**config.mk**
```make
export PLATFORM = sky130hd
export DESIGN_NAME = alu_operand_stage
export DESIGN_NICKNAME = d
export VERILOG_FILES = /design/src/rtl/alu_operand_stage.sv
export SDC_FILE = /design/constraint.sdc
export NUM_CORES = 1
export LEC_CHECK = 0
export CAP_MARGIN = 20
export CORE_MARGIN = 3
export CORE_UTILIZATION = 51
export DETAILED_ROUTE_END_ITERATION = 7
export PLACE_DENSITY = 0.87
export SLEW_MARGIN = 10
export SYNTH_ARGS = -nofsm -noshare
export SYNTH_HDL_FRONTEND = slang
export SYNTH_SLANG_ARGS = --single-unit
```
**constraint.sdc**
```tcl
create_clock -name clk -period 1.6 [get_ports clk]
set_input_delay 0.16 -clock clk [delete_from_list [all_inputs] [get_ports clk]]
set_output_delay 0.16 -clock clk [all_outputs]
set_load 0.005 [all_outputs]
```
**src/rtl/alu_operand_stage.sv**
```systemverilog
// Registered ALU operand stage: B-source select with immediate extension, valid/ready
// handshake and a 2-entry skid buffer. Optional operand forwarding under ALU_OPND_FWD_EN.
module alu_operand_stage #(
    parameter int unsigned DATA_W = 16,
    parameter int unsigned IMM_W  = 4
) (
    input  logic              clk,
    input  logic              rst_n,
    input  logic              in_valid,
    output logic              in_ready,
    input  logic [DATA_W-1:0] reg_a,
    input  logic [DATA_W-1:0] reg_b,
    input  logic [IMM_W-1:0]  imm,
    input  logic              alu_src,
    input  logic [1:0]        ext_mode,
    output logic              out_valid,
    input  logic              out_ready,
    output logic [DATA_W-1:0] op_a,
    output logic [DATA_W-1:0] op_b
`ifdef ALU_OPND_FWD_EN
    ,
    input  logic              fwd_valid,
    input  logic [1:0]        fwd_sel,
    input  logic [DATA_W-1:0] fwd_data
`endif
);

    generate
        if (DATA_W <= IMM_W) begin : g_bad_data_w
            $error("alu_operand_stage: DATA_W must be greater than IMM_W");
        end
        if (IMM_W < 2) begin : g_bad_imm_w
            $error("alu_operand_stage: IMM_W must be at least 2");
        end
    endgenerate

    typedef enum logic [1:0] {
        ST_EMPTY = 2'd0,
        ST_BUSY  = 2'd1,
        ST_FULL  = 2'd2
    } state_t;

    state_t state_q, state_d;

    logic [DATA_W-1:0] imm_zext;
    logic [DATA_W-1:0] imm_sext;
    logic [DATA_W-1:0] imm_ext;
    logic [DATA_W-1:0] cap_a;
    logic [DATA_W-1:0] cap_b;
    logic [DATA_W-1:0] skid_a;
    logic [DATA_W-1:0] skid_b;

    logic accept;
    logic consume;
    logic load_out;
    logic load_skid;
    logic pop_skid;

    assign imm_zext = {{(DATA_W-IMM_W){1'b0}}, imm};
    assign imm_sext = {{(DATA_W-IMM_W){imm[IMM_W-1]}}, imm};

    // Mode 10 is a branch offset: the shifted-out top bit is simply dropped.
    always_comb begin
        imm_ext = imm_zext;
        case (ext_mode)
            2'b01:   imm_ext = imm_sext;
            2'b10:   imm_ext = {imm_sext[DATA_W-2:0], 1'b0};
            default: imm_ext = imm_zext;
        endcase
    end

    always_comb begin
        cap_a = reg_a;
        cap_b = alu_src ? imm_ext : reg_b;
`ifdef ALU_OPND_FWD_EN
        if (fwd_valid && fwd_sel[0]) begin
            cap_a = fwd_data;
        end
        if (fwd_valid && fwd_sel[1] && !alu_src) begin
            cap_b = fwd_data;
        end
`endif
    end

    assign out_valid = (state_q != ST_EMPTY);
    assign accept    = in_valid & in_ready;
    assign consume   = out_valid & out_ready;

    always_comb begin
        state_d   = state_q;
        load_out  = 1'b0;
        load_skid = 1'b0;
        pop_skid  = 1'b0;
        case (state_q)
            ST_EMPTY: begin
                if (accept) begin
                    state_d  = ST_BUSY;
                    load_out = 1'b1;
                end
            end
            ST_BUSY: begin
                if (accept && consume) begin
                    load_out = 1'b1;
                end else if (accept) begin
                    state_d   = ST_FULL;
                    load_skid = 1'b1;
                end else if (consume) begin
                    state_d = ST_EMPTY;
                end
            end
            ST_FULL: begin
                if (consume) begin
                    state_d  = ST_BUSY;
                    pop_skid = 1'b1;
                end
            end
            default: state_d = ST_EMPTY;
        endcase
    end

    always_ff @(posedge clk or negedge rst_n) begin
        if (!rst_n) begin
            state_q  <= ST_EMPTY;
            in_ready <= 1'b1;
        end else begin
            state_q  <= state_d;
            in_ready <= (state_d != ST_FULL);
        end
    end

    always_ff @(posedge clk or negedge rst_n) begin
        if (!rst_n) begin
            op_a <= '0;
            op_b <= '0;
        end else if (pop_skid) begin
            op_a <= skid_a;
            op_b <= skid_b;
        end else if (load_out) begin
            op_a <= cap_a;
            op_b <= cap_b;
        end
    end

    always_ff @(posedge clk or negedge rst_n) begin
        if (!rst_n) begin
            skid_a <= '0;
            skid_b <= '0;
        end else if (load_skid) begin
            skid_a <= cap_a;
            skid_b <= cap_b;
        end else if (pop_skid) begin
            skid_a <= '0;
            skid_b <= '0;
        end
    end

endmodule

```
==> metrics.md <==
| Metric | Value |
|---|---|
| Die area | 7784 um^2 |
| Final Hold Viols | 0 |
| Setup total negative slack | 0 ns |
| Top cells by area, synth | dfrtp_1 48%, o211ai_1 7.8%, o221ai_2 5.7% |
| Clock Path Buffers | 2 |
| Main combinational cell family by area after synthesis | compound AO/OA/AOI/OAI gates |
| CTS Sinks | 67 |
| First-pass iteration count of the detailed router | 5 |
| Worst path slowest cell | dfstp_2 |
| Top cell type's share of synthesized area | 0.4790 |
| DRC | 0 |
| Most frequent cell after synthesis | dfrtp_1 |
| Slew headroom | 0.7587 |
| Crit. End Element | register |
| Hold Path Class | primary input to async pin |
| Async S/R FF share, synth | 1.000 |
| Clk_lat worst skew | 0.35 ns |
| Core area | 6459 um^2 |
| Via count | 2,962 |
| PortBufs | between 70 and 80 |
| VDD IR max | 921.5 uV |
| Area growth syn-to-layout | 32.73% |
| Buf+Inv Stages, Crit Path | 2 |
| Largest net degree at the start of global routing | 68 |
| GRT Util Overall | 0.2280 |
| Root Buffer | clkbuf_8 |
| Achievable Freq | roughly 650 MHz |
| CTS tree | built |
| Worst setup SP type | register |
| Vias in the first global route | 2,840 |
| Die X | 88.23 um |
| FF-to-FF path depth | 5 |
| Mux cell area share after synthesis | 0.005806 |
| Top_reg_cell synth | dfrtp_1 |
| Number of max-cap violations | 0 |
| First-pass GRT wire length | between 10 and 15 mm |
| Final nets | 454 |
| Antenna viol nets, final | 0 |
| Initial core utilization | 0.5339 |
| Drt via density | 6.045 |
| Diodes inserted | 0 |
| Worst EP required | around 1.8 ns |
| Power Dens Cells | around 1600 nW/um^2 |
| CTS buffer count | 9 |
| Leading area contributor after synthesis | dfrtp_1 |
| Post-Syn Area | 3448 um^2 |
| Worst-path cell chain | buf_4 -> nand3b_4 -> buf_12 -> o32a_1 -> o21a_1 |
| Num ports | 77 |
| Initial antenna violation count | 0 |
| Synthesized net count | between 300 and 400 |
| Leak | approximately 1.9 nW |
| Drt total wl | 8.504 mm |
| Clock skew | 0.01176 ns |
| Synth Area in Simple Gates | 0.09543 |
| Flops & latches, synth | 67 |
| DRT iter0 DRCs | 254 |
| Final Util | 0.7086 |
| Period Utilization, post-route | 0.9683 |
| CP arrival | between 1.5 and 2 ns |
| Layout cell share with drive strength beyond 1 | 0.1864 |
| Worst reg2reg setup slack | 0.05 ns |
| Synth Instances | 320 |
| Final Instance Count excl. Fillers | 490 |
| Grt ovf | 0 |
| Outcome | finished clean |
| Post-synth EDFFs | 0 |
| Syn Area/Cell | 10.78 um^2 |
| Min Tclk post-route | 1.549 ns |
| Slew @ Worst Pin | 0.3620 ns |
| Compound-cell area share of the yosys netlist | 0.3041 |
| Yosys warnings | 0 |
| Routed len/inst | 17.36 um |
| CP peak stage delay | 0.54 ns |
| Clk pin slew, worst setup/hold paths | 0.08 ns |
| Fin. max-slew vios | 0 |
| GPL Wtd Cong | 0.8034 |
| # rows | 29 |
| Die height | 88.23 um |
| XOR/XNOR Fraction of Synth Area | 0 |
| RR Endpoint | op_a[10] |
| Critical-path maximum fanout | 27 |
| DP HPWL | around 5.8 mm |
| Yosys cell types | 33 |
| Post-synthesis adder-cell area fraction | 0.007257 |
| Final Setup Violations | 0 |
| Worst r2r src | in_ready |
| Top cells by count, synth | 66 x dfrtp_1, 36 x o211ai_1, 35 x inv_1 |
| H-tree levels | 3 |
| Worst setup path class | register to register |
| Register area share after synthesis | 0.4866 |
| Top delay family on crit path | flip-flops |
| Placed Cells | 470 |
==> area by class of cell <==
| class | instances | area (um^2) |
|---|---|---|
| repair buffers | 108 | 1076 |
| fillers | 477 | 1882 |
| multi-input cells | 188 | 1425 |
| clock buffers | 10 | 137.6 |
| well taps | 77 | 96.34 |
| inverters | 35 | 131.4 |
| flip-flops and latches | 67 | 1680 |
| clock inverters | 5 | 30.03 |
==> worst min-delay path, cell delays in order <==
cell and delay, ns:
dlygate4sd3_1 0.52, buf_2 0.12, buf_12 0.30
==> registers in the layout (all words and copies together) (netlist names) <==
signal and flops:
in_ready 1, op_a 16, op_b 16, skid_a 16, skid_b 16, state_q 2
==> layout by cell type, fill, tap and decap left out, drive strengths merged, types with 5 or more instances in the layout <==
master	n
o32a	16
o221ai	16
nand2b	5
dfrtp	66
a21oi	13
nand2	20
buf	32
clkbuf	10
o21a	17
nor2b	11
o211ai	37
clkdlybuf4s50	74
o21ai	32
inv	35
==> cells by family after synthesis <==
| kind of cell | Yosys count |
|---|---|
| AOI/OAI and AO/OA | 132 |
| DFF | 67 |
| buffers and inverters | 65 |
| and+or+nand+nor | 52 |
| muxes | 2 |
| adders and majority gates | 2 |
==> what timing repair did <==
action	4_1_cts	5_1_grt
endpoints found under the setup margin	23	8
hold buffers	1	0
gates cloned	0	0
endpoints found under the hold margin	66	0
setup buffers	3	1
pin swaps	0	1
resized for setup	4	2
==> worst max-delay path by stage <==
stage,startpoint,end,slack (ns),cells past startpoint
floorplan,ext_mode[0],op_b[10],0.26,6
global placement,ext_mode[0],op_b[10],-0.43,6
detailed placement,ext_mode[0],skid_b[15],-0.52,6
CTS,in_ready,in_ready,0.05,1
global route,in_ready,op_b[3],-0.0005,5
finish,in_ready,op_a[10],0.05,5
==> metrics by stage <==
step                      setup WS, ns  total power [mW]  hold slack [ns]  cell area, um^2
final                          0.05070             7.283           0.3415             4577
after global routing        -0.0004766             7.730           0.3834             4577
after CTS                      0.05040             7.281           0.3591             4564
after detailed placement       -0.5240             6.011           0.2079             4362
after global placement         -0.4258             5.873           0.2020             4362
after floorplan                 0.2577             4.545          -0.1356             3448
==> layer usage <==
metal	GRT usage	up-vias	share of wire
met5	0	-	0
met4	0.1003	0	0.020
met3	0.05307	20	0.068
met2	0.3528	130	0.48
met1	0.3081	1470	0.43
li1	-	1342	-
==> power by group <==
group,leakage [nW],total (mW),internal (mW),switching [mW]
registers,0.828,2.95,2.48,0.463
logic,0.989,3.09,1.77,1.32
clock network,0.0839,1.24,0.587,0.655
total,1.90,7.28,4.84,2.44
(Power assumes the default switching activity.)
